### config.mk
export PLATFORM = sky130hd
export DESIGN_NAME = uart_tx_serializer
export DESIGN_NICKNAME = d
export VERILOG_FILES = /design/src/rtl/uart_tx_serializer.sv
export SDC_FILE = /design/constraint.sdc
export NUM_CORES = 1
export LEC_CHECK = 0
export CAP_MARGIN = 0
export CORE_UTILIZATION = 30
export CTS_BUF_LIST = sky130_fd_sc_hd__clkbuf_4 sky130_fd_sc_hd__clkbuf_8
export CTS_CLUSTER_SIZE = 10
export DETAILED_ROUTE_END_ITERATION = 6
export PLACE_DENSITY = 0.42
export SKIP_LAST_GASP = 1
export SYNTH_ARGS = -nofsm -noshare
export SYNTH_HDL_FRONTEND = slang
export SYNTH_SLANG_ARGS = --single-unit
### constraint.sdc
create_clock -name clk -period 5.1 [get_ports clk]
set_input_delay 0.51 -clock clk [delete_from_list [all_inputs] [get_ports clk]]
set_output_delay 0.51 -clock clk [all_outputs]
set_load 0.1 [all_outputs]
### src/rtl/uart_tx_serializer.sv
// uart_tx_serializer
// Byte-to-serial UART transmit stage. Bytes arrive over a valid/ready
// handshake into a small FIFO and leave as 10-bit frames (start, d0..d7
// LSB-first, stop) on UART_tx, with a companion bit clock UART_clk that
// rises once per bit at mid-bit and stays low while the line is idle.
//
// Ports:
//   clk       system clock, all state changes on its rising edge
//   rst       asynchronous active-high reset
//   tx_data   byte to transmit
//   tx_valid  tx_data is valid this cycle
//   tx_ready  FIFO can accept a byte (push = tx_valid && tx_ready)
//   busy      a frame is in progress or the FIFO holds bytes
//   UART_tx   serial data, idle high (registered)
//   UART_clk  bit clock, low when idle (registered)
module uart_tx_serializer #(
  parameter int CLK_DIV    = 4,
  parameter int FIFO_DEPTH = 4
) (
  input  logic       clk,
  input  logic       rst,
  input  logic [7:0] tx_data,
  input  logic       tx_valid,
  output logic       tx_ready,
  output logic       busy,
  output logic       UART_tx,
  output logic       UART_clk
);

  localparam int AW = (FIFO_DEPTH > 1) ? $clog2(FIFO_DEPTH) : 1;
  localparam int CW = AW + 1;
  localparam int DW = $clog2(2 * CLK_DIV);

  localparam logic [DW-1:0] DIV_LAST = DW'(2 * CLK_DIV - 1);
  localparam logic [DW-1:0] DIV_HALF = DW'(CLK_DIV);
  localparam logic [CW-1:0] CNT_FULL = CW'(FIFO_DEPTH);

  typedef enum logic [1:0] {
    S_IDLE  = 2'd0,
    S_START = 2'd1,
    S_DATA  = 2'd2,
    S_STOP  = 2'd3
  } state_t;

  // FIFO storage and bookkeeping
  logic [7:0]    mem_q [FIFO_DEPTH];
  logic [AW-1:0] wr_ptr_q;
  logic [AW-1:0] rd_ptr_q;
  logic [CW-1:0] count_q;
  logic [CW-1:0] count_d;
  logic          full_s;
  logic          empty_s;
  logic          push_s;
  logic          pop_s;

  // Serializer state
  state_t        state_q;
  state_t        state_d;
  logic [DW-1:0] div_q;
  logic [DW-1:0] div_d;
  logic [2:0]    bitcnt_q;
  logic [2:0]    bitcnt_d;
  logic [7:0]    sh_q;
  logic [7:0]    sh_d;
  logic          tx_q;
  logic          tx_d;
  logic          uclk_q;
  logic          uclk_d;
  logic          bit_end_s;

  assign full_s    = (count_q == CNT_FULL);
  assign empty_s   = (count_q == {CW{1'b0}});
  assign push_s    = tx_valid && !full_s;
  assign bit_end_s = (div_q == DIV_LAST);

  assign tx_ready  = !full_s;
  assign busy      = (state_q != S_IDLE) || !empty_s;
  assign UART_tx   = tx_q;
  assign UART_clk  = uclk_q;

  // FIFO occupancy next-state
  always_comb begin
    count_d = count_q;
    case ({push_s, pop_s})
      2'b10:   count_d = count_q + CW'(1);
      2'b01:   count_d = count_q - CW'(1);
      default: count_d = count_q;
    endcase
  end

  // FIFO pointers and occupancy; reset discards any buffered bytes
  always_ff @(posedge clk or posedge rst) begin
    if (rst) begin
      wr_ptr_q <= {AW{1'b0}};
      rd_ptr_q <= {AW{1'b0}};
      count_q  <= {CW{1'b0}};
    end else begin
      if (push_s) wr_ptr_q <= wr_ptr_q + AW'(1);
      if (pop_s)  rd_ptr_q <= rd_ptr_q + AW'(1);
      count_q <= count_d;
    end
  end

  // FIFO data storage (contents are don't-care once pointers reset)
  always_ff @(posedge clk) begin
    if (push_s) mem_q[wr_ptr_q] <= tx_data;
  end

  // Frame FSM next-state; a byte is popped on leaving IDLE or at the end of
  // STOP, so consecutive frames run with no idle gap
  always_comb begin
    state_d  = state_q;
    div_d    = div_q;
    bitcnt_d = bitcnt_q;
    sh_d     = sh_q;
    pop_s    = 1'b0;
    case (state_q)
      S_IDLE: begin
        if (!empty_s) begin
          pop_s    = 1'b1;
          sh_d     = mem_q[rd_ptr_q];
          bitcnt_d = 3'd0;
          div_d    = {DW{1'b0}};
          state_d  = S_START;
        end else begin
          div_d    = {DW{1'b0}};
        end
      end
      S_START: begin
        if (bit_end_s) begin
          div_d    = {DW{1'b0}};
          bitcnt_d = 3'd0;
          state_d  = S_DATA;
        end else begin
          div_d    = div_q + DW'(1);
        end
      end
      S_DATA: begin
        if (bit_end_s) begin
          div_d = {DW{1'b0}};
          if (bitcnt_q == 3'd7) begin
            state_d  = S_STOP;
          end else begin
            sh_d     = sh_q >> 1;
            bitcnt_d = bitcnt_q + 3'd1;
          end
        end else begin
          div_d = div_q + DW'(1);
        end
      end
      S_STOP: begin
        if (bit_end_s) begin
          div_d = {DW{1'b0}};
          if (!empty_s) begin
            pop_s    = 1'b1;
            sh_d     = mem_q[rd_ptr_q];
            bitcnt_d = 3'd0;
            state_d  = S_START;
          end else begin
            state_d  = S_IDLE;
          end
        end else begin
          div_d = div_q + DW'(1);
        end
      end
      default: begin
        state_d = S_IDLE;
        div_d   = {DW{1'b0}};
      end
    endcase
  end

  // Line outputs derived from the current state; registered so both pins
  // move together one clock after the state they describe
  always_comb begin
    tx_d   = 1'b1;
    uclk_d = 1'b0;
    case (state_q)
      S_IDLE:  tx_d = 1'b1;
      S_START: tx_d = 1'b0;
      S_DATA:  tx_d = sh_q[0];
      S_STOP:  tx_d = 1'b1;
      default: tx_d = 1'b1;
    endcase
    if (state_q != S_IDLE) begin
      uclk_d = (div_q >= DIV_HALF);
    end else begin
      uclk_d = 1'b0;
    end
  end

  // Serializer state and output registers
  always_ff @(posedge clk or posedge rst) begin
    if (rst) begin
      state_q  <= S_IDLE;
      div_q    <= {DW{1'b0}};
      bitcnt_q <= 3'd0;
      sh_q     <= 8'h00;
      tx_q     <= 1'b1;
      uclk_q   <= 1'b0;
    end else begin
      state_q  <= state_d;
      div_q    <= div_d;
      bitcnt_q <= bitcnt_d;
      sh_q     <= sh_d;
      tx_q     <= tx_d;
      uclk_q   <= uclk_d;
    end
  end

endmodule

[Word level (Yosys, flattened, before mapping)]
Memory sizes are Yosys's and may differ from the RTL's.
Cells that the tools add are included.
Cells by class
  reduce and logical (&&, ||, !) cells: 14
  $lt $le $gt $ge: 1
  muxes and demuxes: 28
  equality and inequality tests: 14
  $add $sub $neg: 6
Operators with widths (count)
  2-to-1 mux 8 bit: 4
  case mux 8 bit (3 select lines): 1
  2-to-1 mux 3 bit: 6
  inequality test 2 bit (second input constant): 6
  case mux 3 bit (2 select lines): 2
  case mux 3 bit (4 select lines): 1
  2-to-1 mux 2 bit: 5
  adder 3 x 1 -> 3 bit (second input constant): 3
  equality test 3 bit (second input constant): 3
  case mux 2 bit (4 select lines): 1
  AND reduction 4 bit: 2
  equality test 2 bit (second input constant): 3
  2-to-1 mux 1 bit: 6
  AND reduction 5 bit: 1
  adder 2 x 1 -> 2 bit (second input constant): 2
  equality test 2 x 1 -> 1 bit (second input constant): 2
  nonzero test 2 bit: 2
  greater-or-equal comparator 3 bit (second input constant): 1
  logical NOT 3 bit: 1
  case mux 1 bit (3 select lines): 1
  nonzero test 3 bit: 1
  OR reduction 3 bit: 1
  subtractor 3 x 1 -> 3 bit (second input constant): 1
  logical NOT 1 bit: 2
  5 further kinds: 5
Storage, ports and cells
  memories: 1
  output and inout port bits: 4
  register bits after elaboration: 25
  input port bits: 11
  word-level logic and storage cells: 73
  bits in writable memories: 32
Memory list
  mem_q: words 4, width 8, rd ports 1, clocked after memory_dff 0, write ports 1, RTL line 46  | logic [7:0] mem_q [FIFO_DEPTH];

[Longest topological paths before layout]
Gate-level depths: netlist of the first run.
  depth in word-level cells: 6
  depth in mapped cells: 11
  gate-level depth less buffers: 10

[Worst setup path after synthesis of the first run]
Ideal clock, no wire load.
  path type: reg-to-reg
  start point: register count_q[0]
  end point: register count_q[2]
  required time: 5.021 ns
  library setup time: 0.079 ns
  buffers on the path: 0
  period minus slack after synthesis: 2.840 ns
  arrival time: 2.760 ns
  stages on the path, launching flop included: 10
  slack: 2.260 ns
  cells stage by stage: dfrtp_1 inv_1 nand3_1 nand2_1 ha_1 inv_1 fa_1 xor2_1 nor2_1 xor2_1
Between the ends
  elaborated cells on any way between the ends: 13
  those cells by class: 2 x add/sub; 3 x eq/ne; 4 x mux; 4 x reduce/logical
RTL lines
  from (decl): RTL line 49  | logic [CW-1:0] count_q;
  from (signal assigned): RTL line 96  | count_q <= {CW{1'b0}};
  from (signal assigned): RTL line 100  | count_q <= count_d;
  equality test 3 bit *: RTL line 71  | assign full_s = (count_q == CNT_FULL);
  logical NOT 1 bit *
  net tx_ready: RTL line 24  | output logic tx_ready,
  logical AND 1 bit *: RTL line 73  | assign push_s = tx_valid && !full_s;
  equality test 2 x 1 -> 1 bit / equality test 2 bit (equally long branches): RTL line 84  | case ({push_s, pop_s})
  case mux 3 bit (2 select lines) / nonzero test 2 bit (equally long branches)
The timed path passes the listed nets; every way through them passes the cells marked *.
A chain may end at the register's enable or synchronous reset.

[Final worst setup path of the first run]
  start point: register state_q[0]
  end point: output busy
Between the ends
  cells in the longest elaborated chain, start to end: 2
Ends and longest elaborated chain
  from (decl): RTL line 57  | state_t state_q;
  from (signal assigned): RTL line 202  | state_q <= state_d;
  nonzero test 2 bit: RTL line 77  | assign busy = (state_q != S_IDLE) || !empty_s;
  logical OR 1 bit: RTL line 77
  to (decl): RTL line 25  | output logic busy,
No other way between the ends.

==> reports/metrics.cfg, run 1 <==
[run_status]
outcome = completed

[sta]
clock_skew_ps = 9.55
maxSlewHeadroom_pct = 33.7
max_freq_mhz = 323
whs_ps = 440
rsz0062_at_grt = false
finalMaxSlewViolations = 0
tightest_slew_ps = 994
hold_viol = 0
fin_crit_sh_pct = 60.8
fin_tns_setup_ps = 0
finalSetupViolCount = 0
finalCriticalPeriod_ps = 3100

[setup_path]
critPathRequiredTime_ps = 4590
r2r_setup_slack_ps = 2520
crit_type = reg -> out
startpoint_type = register
cp.arrival_ps = 2590
end_kind = output pin
path_max_fanout = 6

[cts]
cts_buffer_depth = 2
ctsHoldBuffers = 0
cts_root_buf = clkbuf_8
clk_pin_slew_ps = 70
cts_tree = yes
cts_buffers = 9
ctsResizeCount = 0
post_cts_buffers = 0
htree_levels = 3
numClockSinks = 57
clk_latency_ps = 350

[final_layout]
layout-drive-gt1-share_pct = 23.4
final_common_cell = edfxtp_1
fillerInstances = 780
nets = 227
syn2layout_area_growth_pct = 18.4
diodes = 0
final_cell_mix = edfxtp_1 (32), dfrtp_1 (24), mux2_2 (23)

[routing]
routed_wl_mm = 4.86
drtIter0Drc = 68
vias_per_cell = 4.71
firstDrtPassIters = 4
vias = 1460
ant_nets = 0
drc_errors = 0
wl_per_cell_um = 15.7

[global_route]
grt_usage_pct = 12.3
grt_start_max_net_pins = 26
grt_pass1_vias = 1491
grt_pass1_wl_mm = 7.81
grt_overflow = 0
antenna_found_initial = 0

[synthesis]
synth_cell_type_count = 40
synth.yosys.seq_area_share_pct = 61.3
synth_xor_area_share_pct = 2.03
synth_edf_count = 32
synth.mux.area_fraction_pct = 11.6
netlist_instances = 180
synth_fa_ha_area_share_pct = 8.02
syn-cell-area_sq_um = 2590
syn-num-nets = 207
synth_compound_gate_area_share_pct = 6.23
ys.flop_type = edfxtp_1
synth_top_family_by_area = multiplexers
synth_warnings = 0
synth_simple_gate_area_share_pct = 7.10
async_flop_share_pct = 43.9
ys_ff_latch = 57
synth.avg_cell_area_sq_um = 14.4

[min_path]
hold_path.class = reg -> reg

[floorplan]
die-height_um = 94.9
die_x_um = 94.9
die-area_sq_um = 9010
start_util_pct = 31.2
rows = 33
core_area_sq_um = 8300
io_pins = 15

[placement]
portBuffers = 14
dp_hpwl_mm = 3.27
place_congestion = 0.740

[power_and_ir_drop]
p_leak_nw = 1.24
p_per_area_nw_per_um2 = 668
irDropWorstVdd_uv = 266

[job]
maxCapViolCount = 0

==> final timing paths <==
check,endpoint,from,cells past startpoint
setup / recovery,busy,state_q[0],4
hold / removal,div_q[0],div_q[0],1
setup reg to reg,count_q[2],state_q[0],9
hold reg to reg,div_q[0],div_q[0],1
max in group asynchronous,bitcnt_q[0],rst,2
min in group asynchronous,sh_q[2],rst,2
==> synth_stat cells (3+ instances only) <==
cell,number,area [sq um]
dfrtp_1,24,601
mux2_2,23,259
and3_1,4,25.0
ha_1,15,188
o21ai_0,3,15.0
inv_1,16,60.1
xnor2_1,3,26.3
o22ai_1,7,43.8
xor2_1,3,26.3
nand2_1,4,15.0
nor2_1,4,15.0
a21oi_1,9,45.0
edfxtp_1,32,961
==> where the power goes <==
group          switching [W]  leakage [nW]  internal, W
sequential          0.000109         0.594     0.000643
clock               0.000192         0.115     0.000324
combinational       0.000437         0.531     0.000345
==> worst max-delay path: stages (launching register included) <==
cell and delay, ps:
dfrtp_1 440, inv_1 130, ha_1 210, or4b_4 480, clkdlybuf4s50_1 980
==> area by class of cell <==
class                      instances  area (sq um)  area share (%)
inverter                          16          60.1            1.96
tap                              105           131            4.28
multi-input combinational        102           907            29.6
sequential                        57          1590            51.7
timing repair buffer              14           140            4.57
clock inverter                     7           119            3.87
clock buffer                       9           124            4.04
==> flip-flops by register name (all words and copies together), names as in the netlist <==
signal,count
mem_q,32
sh_q,8
bitcnt_q,3
count_q,3
div_q,3
rd_ptr_q,2
state_q,2
wr_ptr_q,2
UART_clk,1
UART_tx,1
==> metal layers <==
metal  GRT usage, %  share of wire (%)
met5              0                  0
met4           7.58                2.6
met3           3.78                3.3
met2           17.9                 45
met1           15.9                 49
==> kinds of logic after synthesis <==
family	count (synthesis)
simple gates	29
compound gates	25
flops	57
buf+inv	21
fa+ha+maj	16
xor+xnor	6
mux	26
==> stage by stage <==
stage	power, W	worst slack [ps]	cell area, sq um	std cells	utilization [%]
after floorplan	0.00136	2260	2590	180	-
after global placement	0.00151	2440	2830	294	34.1
after detailed placement	0.00155	2370	2830	294	34.1
after CTS	0.00207	1980	3070	310	37.0
after global routing	0.00217	1930	3070	310	37.0
final	0.00205	2000	3070	310	37.0
No activity file was read; power rests on OpenSTA's default activity.
==> run 2: changes to the inputs <==
--- a/config.mk
+++ b/config.mk
@@ -10,7 +10,7 @@
 export CTS_BUF_LIST = sky130_fd_sc_hd__clkbuf_4 sky130_fd_sc_hd__clkbuf_8
 export CTS_CLUSTER_SIZE = 10
 export DETAILED_ROUTE_END_ITERATION = 6
-export PLACE_DENSITY = 0.42
+export PLACE_DENSITY = 0.43
 export SKIP_LAST_GASP = 1
 export SYNTH_ARGS = -nofsm -noshare
 export SYNTH_HDL_FRONTEND = slang
==> constraint.sdc (replaced) <==
create_clock -name clk -period 2.5 [get_ports clk]
set_input_delay 0.25 -clock clk [delete_from_list [all_inputs] [get_ports clk]]
set_output_delay 0.25 -clock clk [all_outputs]
set_load 0.1 [all_outputs]
==> reports/metrics.cfg, run 2 (synthesized netlist as in run 1, its figures left out) <==
[setup_path]
reg2reg_from = state_q[0]
crit_end = count_q[2]
crit_path_cell_trace = inv_1, ha_1, nor3_2, ha_1, inv_1, fa_1, xor2_1, nor2_1, xor2_1
max_stage_delay_ps = 440  ; -540 ps
slowest_stage = dfrtp_1
startpoint = state_q[0]
reg2reg_to = count_q[2]
end_kind = register
crit_type = reg -> reg
worstRegToRegCells = 9  ; unchanged
critPathRequiredTime_ps = 2760  ; -1830 ps
path_max_fanout = 6  ; unchanged
startpoint_type = register
r2r_setup_slack_ps = 210  ; -2310 ps
cp.arrival_ps = 2550  ; -40 ps

[global_route]
busiest_layer = met2
antenna_found_initial = 0  ; unchanged
gr-usage-met3_pct = 3.38  ; -0.40 points
grt_pass1_vias = 1511  ; +1.3%
grt_pass1_wl_mm = 7.70  ; -1.4%
use_met2_pct = 18.2  ; +0.36 points
grt_start_max_net_pins = 26  ; unchanged
use_met1_pct = 15.6  ; -0.31 points
grt_usage_pct = 12.0  ; -0.24 points
grt_overflow = 0  ; unchanged

[final_layout]
final_common_cell = edfxtp_1
layout-drive-gt1-share_pct = 26.4  ; +3.0 points
largest_register_ff_count = 32  ; unchanged
syn2layout_area_growth_pct = 18.3
regMostFlops = mem_q
nets = 231  ; +1.8%
final_cell_mix = edfxtp_1 (32), dfrtp_1 (24), mux2_2 (23)
diodes = 0  ; unchanged
largestRegisters = mem_q: 32 flops, sh_q: 8 flops

[floorplan]
die-height_um = 94.9  ; unchanged
io_pins = 15  ; unchanged
start_util_pct = 31.2  ; unchanged
die_x_um = 94.9  ; unchanged
core_area_sq_um = 8300  ; unchanged
rows = 33  ; unchanged
die-area_sq_um = 9010  ; unchanged

[cts]
cts_root_buf = clkbuf_8
post_cts_buffers = 0  ; unchanged
htree_levels = 3  ; unchanged
cts_buffers = 9  ; unchanged
cts_tree = yes
numClockSinks = 57  ; unchanged
cts_buffer_depth = 2  ; unchanged
clk_pin_slew_ps = 60  ; about the same
clk_latency_ps = 330  ; -20 ps

[placement]
pre_cts_slack_ps = 118  ; -2250 ps
place_congestion = 0.767  ; +3.7%
dp_hpwl_mm = 3.35  ; +2.3%
portBuffers = 14  ; unchanged

[sta]
fin_crit_sh_pct = 91.7
tightest_slew_ps = 498  ; -496 ps
finalCriticalPeriod_ps = 2290
fin_ws_ps = 208  ; -1790 ps
hold_viol = 0  ; unchanged
maxSlewHeadroom_pct = 66.8  ; +33 points
finalMaxSlewViolations = 0  ; unchanged
finalSetupViolCount = 0  ; unchanged
rsz0062_at_grt = false
clock_skew_ps = 5.37  ; -4.18 ps
max_freq_mhz = 436
fin_tns_setup_ps = 0  ; unchanged

[routing]
vias = 1424  ; -2.5%
wl_per_cell_um = 15.0  ; -4.1%
drc_errors = 0  ; unchanged
routed_wl_mm = 4.70  ; -3.2%
drtIter0Drc = 49  ; -28%
firstDrtPassIters = 4  ; unchanged
vias_per_cell = 4.55  ; -3.4%
ant_nets = 0  ; unchanged

[power_and_ir_drop]
p_per_area_nw_per_um2 = 1320  ; +97%
p_leak_nw = 1.25  ; +0.87%
irDropWorstVdd_uv = 608  ; +130%

[run_status]
outcome = completed

[min_path]
hold_path.class = in -> async

[job]
maxCapViolCount = 0  ; unchanged

==> run 2: how the worst min path moves through the flow <==
stage / startpoint / to / slack [ps] / depth (start not counted)
final: rst / div_q[1] / 270 / 3
after floorplan: rst / UART_clk / 280 / 1
after global routing: rst / bitcnt_q[1] / 300 / 3
after detailed placement: div_q[0] / div_q[0] / 440 / 1
after global placement: div_q[0] / div_q[0] / 420 / 1
after CTS: rst / div_q[1] / 270 / 3
==> run 2: per-layer routing <==
| layer | routed length, um | up-vias | part of all wire [%] |
|---|---|---|---|
| met1 | 2320 | 695 | 49 |
| met2 | 2140 | 15 | 46 |
| li1 | - | 702 | - |
| met5 | 0 | - | 0 |
| met4 | 105 | 0 | 2.2 |
| met3 | 133 | 12 | 2.8 |
==> run 2: layout make-up <==
| class | instances | area, sq um |
|---|---|---|
| Timing Repair Buffer | 18 | 160 |
| Clock inverter | 6 | 83.8 |
| Multi-Input combinational cell | 102 | 917 |
| Sequential cell | 57 | 1590 |
| Inverter | 16 | 60.1 |
| Fill cell | 783 | 5240 |
| Tap cell | 105 | 131 |
| Clock buffer | 9 | 124 |
==> run 2: critical path: cells and delay by family, from the launching register on <==
kind / cells / cell delay [ps]
buffers and inverters: 2 / 180
adder cells (fa/ha/maj): 3 / 940
flip-flops: 1 / 440
AND/OR/NAND/NOR: 2 / 360
XOR/XNOR: 2 / 300
==> run 2: report_power, final <==
part / leakage (nW) / internal, W / switching, W
clock: 0.100 / 0.000550 / 0.000354
combinational: 0.557 / 0.000719 / 0.000925
sequential: 0.594 / 0.00131 / 0.000173
total: 1.25 / 0.00258 / 0.00145
==> run 2: stage by stage <==
stage          hold WS (ps)  utilization (%)  total power (W)  cell area, sq um  instances
4_1_cts                 273             36.9          0.00410              3060        313
3_5_place_dp            444             34.4          0.00318              2850        298
5_1_grt                 305             36.9          0.00434              3060        313
6_report                274             36.9          0.00403              3060        313
3_3_place_gp            422             34.4          0.00311              2850        298
2_1_floorplan           277                -          0.00278              2600        180
==> run 2: timing repair <==
item | in CTS | in global routing
hold buffers | 0 | 0
endpoints found under the setup margin | 0 | 1
resized for setup | 0 | 1
==> run 3: changes to the inputs <==
--- a/config.mk
+++ b/config.mk
@@ -6,11 +6,12 @@
 export NUM_CORES = 1
 export LEC_CHECK = 0
 export CAP_MARGIN = 0
+export CORE_ASPECT_RATIO = 2
 export CORE_UTILIZATION = 30
 export CTS_BUF_LIST = sky130_fd_sc_hd__clkbuf_4 sky130_fd_sc_hd__clkbuf_8
 export CTS_CLUSTER_SIZE = 10
 export DETAILED_ROUTE_END_ITERATION = 6
-export PLACE_DENSITY = 0.43
+export PLACE_DENSITY = 0.42
 export SKIP_LAST_GASP = 1
 export SYNTH_ARGS = -nofsm -noshare
 export SYNTH_HDL_FRONTEND = slang
==> constraint.sdc (replaced) <==
create_clock -name clk -period 2.2 [get_ports clk]
set_input_delay 0.22 -clock clk [delete_from_list [all_inputs] [get_ports clk]]
set_output_delay 0.22 -clock clk [all_outputs]
set_load 0.1 [all_outputs]
==> reports/metrics.cfg, run 3 (synthesized netlist as in run 1, its figures left out) <==
[setup_path]
max_stage_delay_ps = 400  ; -40 ps
path_max_fanout = 3  ; -3
crit_type = reg -> reg
end_kind = register
critPathRequiredTime_ps = 2450  ; -310 ps
r2r_setup_slack_ps = 140  ; -70 ps
startpoint_type = register
crit_path_cell_trace = inv_2, ha_4, nor3_4, ha_2, inv_1, fa_1, xor2_1, nor2_1, xor2_1
worstRegToRegCells = 9  ; unchanged
slowest_stage = dfrtp_1
cp.arrival_ps = 2320  ; -230 ps
crit_path_frequent_cell = xor2_1
reg2reg_from = state_q[0]
reg2reg_to = count_q[2]

[power_and_ir_drop]
p_per_area_nw_per_um2 = 1520  ; +15%
p_int_w = 0.00310  ; +20%
power_frac_seq_pct = 34.7  ; -2.1 points
irDropWorstVdd_uv = 513  ; -16%
p_clk_share_pct = 21.2  ; -1.2 points
p_leak_nw = 1.30  ; +3.8%
power_frac_comb_pct = 44.1  ; +3.3 points
switching_share_pct = 36.0  ; -0.052 points
power.switching_w = 0.00174  ; +20%

[final_layout]
syn2layout_area_growth_pct = 23.0
largestRegisters = mem_q: 32 flops, sh_q: 8 flops
largest_register_ff_count = 32  ; unchanged
nets = 238  ; +3.0%
regMostFlops = mem_q
final_cell_mix = edfxtp_1 (32), dfrtp_1 (24), mux2_2 (23)
fillerInstances = 812  ; +3.7%
utilization_pct = 38.2  ; +1.3 points
diodes = 0  ; unchanged
layout-drive-gt1-share_pct = 33.8  ; +7.4 points
final_common_cell = edfxtp_1
instances_no_fill = 314  ; +0.32%
final_area_sq_um = 3190  ; +4.0%

[job]
maxCapViolCount = 0  ; unchanged

[cts]
cts_buffers = 9  ; unchanged
clk_pin_slew_ps = 60  ; about the same
clk_latency_ps = 330  ; about the same
cts_tree = yes
cts_root_buf = clkbuf_8
htree_levels = 3  ; unchanged
numClockSinks = 57  ; unchanged
cts_buffer_depth = 2  ; unchanged

[global_route]
grt_start_max_net_pins = 26  ; unchanged
grt_pass1_wl_mm = 8.33  ; +8.2%
antenna_found_initial = 0  ; unchanged
use_met1_pct = 13.3  ; -2.3 points
grt_overflow = 0  ; unchanged
grt_pass1_vias = 1726  ; +14%
use_met2_pct = 23.0  ; +4.8 points
grt_usage_pct = 13.2  ; +1.2 points
gr-usage-met3_pct = 4.11  ; +0.73 points
busiest_layer = met2

[sta]
clock_skew_ps = 5.32  ; -0.0507 ps
hold_viol = 0  ; unchanged
finalSetupViolCount = 0  ; unchanged
fin_crit_sh_pct = 93.8  ; +2.1 points
fin_tns_setup_ps = 0  ; unchanged
tightest_slew_ps = 507  ; +8.60 ps
max_freq_mhz = 485  ; +11%
rsz0062_at_grt = false
fin_ws_ps = 137  ; -71.6 ps
maxSlewHeadroom_pct = 66.2  ; -0.57 points
finalCriticalPeriod_ps = 2060  ; -228 ps
finalMaxSlewViolations = 0  ; unchanged

[floorplan]
start_util_pct = 31.0  ; -0.19 points
die_x_um = 67.7  ; -29%
die-area_sq_um = 9040  ; +0.25%
rows = 47  ; +42%
core_area_sq_um = 8350  ; +0.62%
io_pins = 15  ; unchanged
die-height_um = 133  ; +41%

[routing]
ant_nets = 0  ; unchanged
vias = 1492  ; +4.8%
firstDrtPassIters = 4  ; unchanged
drc_errors = 0  ; unchanged
drtIter0Drc = 24  ; -51%
routed_wl_mm = 4.95  ; +5.3%
vias_per_cell = 4.75  ; +4.4%
wl_per_cell_um = 15.8  ; +5.0%

[placement]
place_congestion = 0.749  ; -2.4%
portBuffers = 14  ; unchanged
dp_cells = 295  ; -1.0%
pre_cts_slack_ps = -4.01  ; -122 ps
dp_hpwl_mm = 3.62  ; +8.0%
placed_area_sq_um = 2900  ; +1.6%

[min_path]
hold_path.class = in -> async

[run_status]
outcome = completed

[run 3: changes by cell type in the layout (fill, tap and decap cells not counted), moves of 3 or more]
cell | previous run | this run
buf_4 | 8 | 14
ha_1 | 15 | 10
clkbuf_8 | 9 | 12
ha_4 | 0 | 3
[run 3: worst max-delay path by stage]
stage,startpoint,endpoint,slack [ps],cells after the start
2_1_floorplan,count_q[0],count_q[2],40,9
3_3_place_gp,state_q[0],count_q[2],120,9
3_5_place_dp,state_q[0],count_q[2],-4,9
4_1_cts,state_q[0],count_q[2],8,10
5_1_grt,state_q[0],count_q[2],10,10
6_report,state_q[0],count_q[2],140,9
[run 3: worst max-delay path, delay by kind of cell (launching register included)]
family / cells / cell delay, ps
XOR/XNOR: 2 / 320
AND/OR/NAND/NOR: 2 / 330
adder cells (fa/ha/maj): 3 / 790
buffers and inverters: 2 / 140
flip-flops: 1 / 400
[run 3: power by group through the flow]
stage	logic, W	registers (W)	clock network, W
3_3_place_gp	0.00196	0.00167	0
3_5_place_dp	0.00204	0.00169	0
6_report	0.00213	0.00168	0.00103
2_1_floorplan	0.00142	0.00177	0
4_1_cts	0.00206	0.00167	0.00107
5_1_grt	0.00234	0.00172	0.00111
[run 3: metrics by stage]
stage	hold WS, ps	total power [W]
5_1_grt	259	0.00517
6_report	236	0.00483
2_1_floorplan	247	0.00319
3_3_place_gp	422	0.00363
4_1_cts	230	0.00481
3_5_place_dp	429	0.00373
[run 3: per-layer routing]
metal | vias up | routed length [um]
met5 | - | 0
met4 | 0 | 144
met3 | 12 | 146
met2 | 22 | 2830
met1 | 747 | 1830
li1 | 711 | -
[run 3: what timing repair did]
action,4_1_cts,5_1_grt
endpoints found under the setup margin,1,1
hold buffers,0,0
setup buffers,1,2
resized for setup,2,9
pin swaps,2,3
[run 3: final cells by class]
| type | count | area [sq um] | area share, % |
|---|---|---|---|
| clock inverters | 2 | 35.0 | 1.10 |
| repair buffers | 25 | 225 | 7.06 |
| well taps | 98 | 123 | 3.85 |
| flip-flops and latches | 57 | 1590 | 49.8 |
| multi-input cells | 102 | 977 | 30.7 |
| inverters | 16 | 60.1 | 1.88 |
| clock buffers | 14 | 180 | 5.65 |
==> variant: new RTL, config.mk and constraints of run 3 <==
Take the reset off `sh_q` and load it in a clocked block of its own.
--- a/src/rtl/uart_tx_serializer.sv
+++ b/src/rtl/uart_tx_serializer.sv
@@ -195,18 +195,20 @@
       state_q  <= S_IDLE;
       div_q    <= {DW{1'b0}};
       bitcnt_q <= 3'd0;
-      sh_q     <= 8'h00;
       tx_q     <= 1'b1;
       uclk_q   <= 1'b0;
     end else begin
       state_q  <= state_d;
       div_q    <= div_d;
       bitcnt_q <= bitcnt_d;
-      sh_q     <= sh_d;
       tx_q     <= tx_d;
       uclk_q   <= uclk_d;
     end
   end
 
+  always_ff @(posedge clk) begin
+    sh_q <= sh_d;
+  end
+
 endmodule
 
Behaviour: no difference found for any inputs over 10 cycles, from zero or initial values and one cycle with rst high; that may be too few to reach the edited logic, so the function may still have changed.
==> variant against run 3 <==
- area after synthesis down 3.5%
- worst setup slack worse by 0.0079 ns
- power is 3.2% lower
- largest power group unchanged
- sequential share of layout area grew 3.1 points
- critical endpoint unchanged
- critical path type unchanged
- worst hold slack gained 0.047 ns
- sequential cell count did not move
- design area down 3.5%
- routed wire length is 7.0% lower
- via count down 8.4%
==> variant: results <==
{
  "synthAdderAreaFrac": 0.0780,
  "drive_gt1_frac": 0.308,
  "status": "finished, final reports clean",
  "drtIter0Drc": 50,
  "fill_cells": 744,
  "synth_compound_area_frac": 0.0610,
  "path_max_fanout": 4,
  "muxShareOfSynthArea": 0.0865,
  "cts_setup_buffers": 2,
  "r2r_cells": 10,
  "first_global_vias": 1545,
  "detail_route.wl_per_cell_um": 15.8,
  "hpwl_um": 3380,
  "cpPeakStageDelay_ns": 0.42,
  "met2_usage": 0.217,
  "layout.nets": 216,
  "synth_fp_nets": 181,
  "yosysSeqAreaShare": 0.651,
  "ys_types": 38,
  "fin_skew_ns": 0.00930,
  "place_congestion": 0.739,
  "synthTopCellsByArea": "edfxtp_1 48%, dfrtp_1 16%, mux4_2 7.2%, ha_1 7.0%, a22o_1 2.5%",
  "synthXorXnorAreaFrac": 0.0210,
  "grt_first_pass_wirelength_um": 7460,
  "met3_length_um": 148,
  "power.leakage_nw": 1.20
}
## variant: final cells by class
| cell class | instances | area [um^2] | share of cell area |
|---|---|---|---|
| Multi-Input combinational cell | 84 | 853 | 0.277 |
| Timing Repair Buffer | 29 | 255 | 0.0830 |
| Clock inverter | 7 | 61.3 | 0.0199 |
| Tap cell | 96 | 120 | 0.0390 |
| Sequential cell | 57 | 1630 | 0.529 |
| Inverter | 9 | 33.8 | 0.0110 |
| Clock buffer | 9 | 124 | 0.0403 |
## variant: where the power goes
group	internal (mW)	switching, mW	leakage (nW)
logic	0.889	1.06	0.529
clock network	0.510	0.411	0.0962
registers	1.59	0.218	0.578
total	2.99	1.69	1.20
## variant: stage by stage
stage               hold slack, ns  setup TNS, ns  cell area, um^2  worst slack (ns)  instances
finish                       0.283              0             3080             0.129        291
global route                 0.364        -0.0162             3080           -0.0162        291
CTS                          0.296              0             3010           0.00395        287
detailed placement           0.444        -0.0191             2810           -0.0191        269
global placement             0.423              0             2810            0.0907        269
floorplan                    0.145              0             2510           0.00139        155
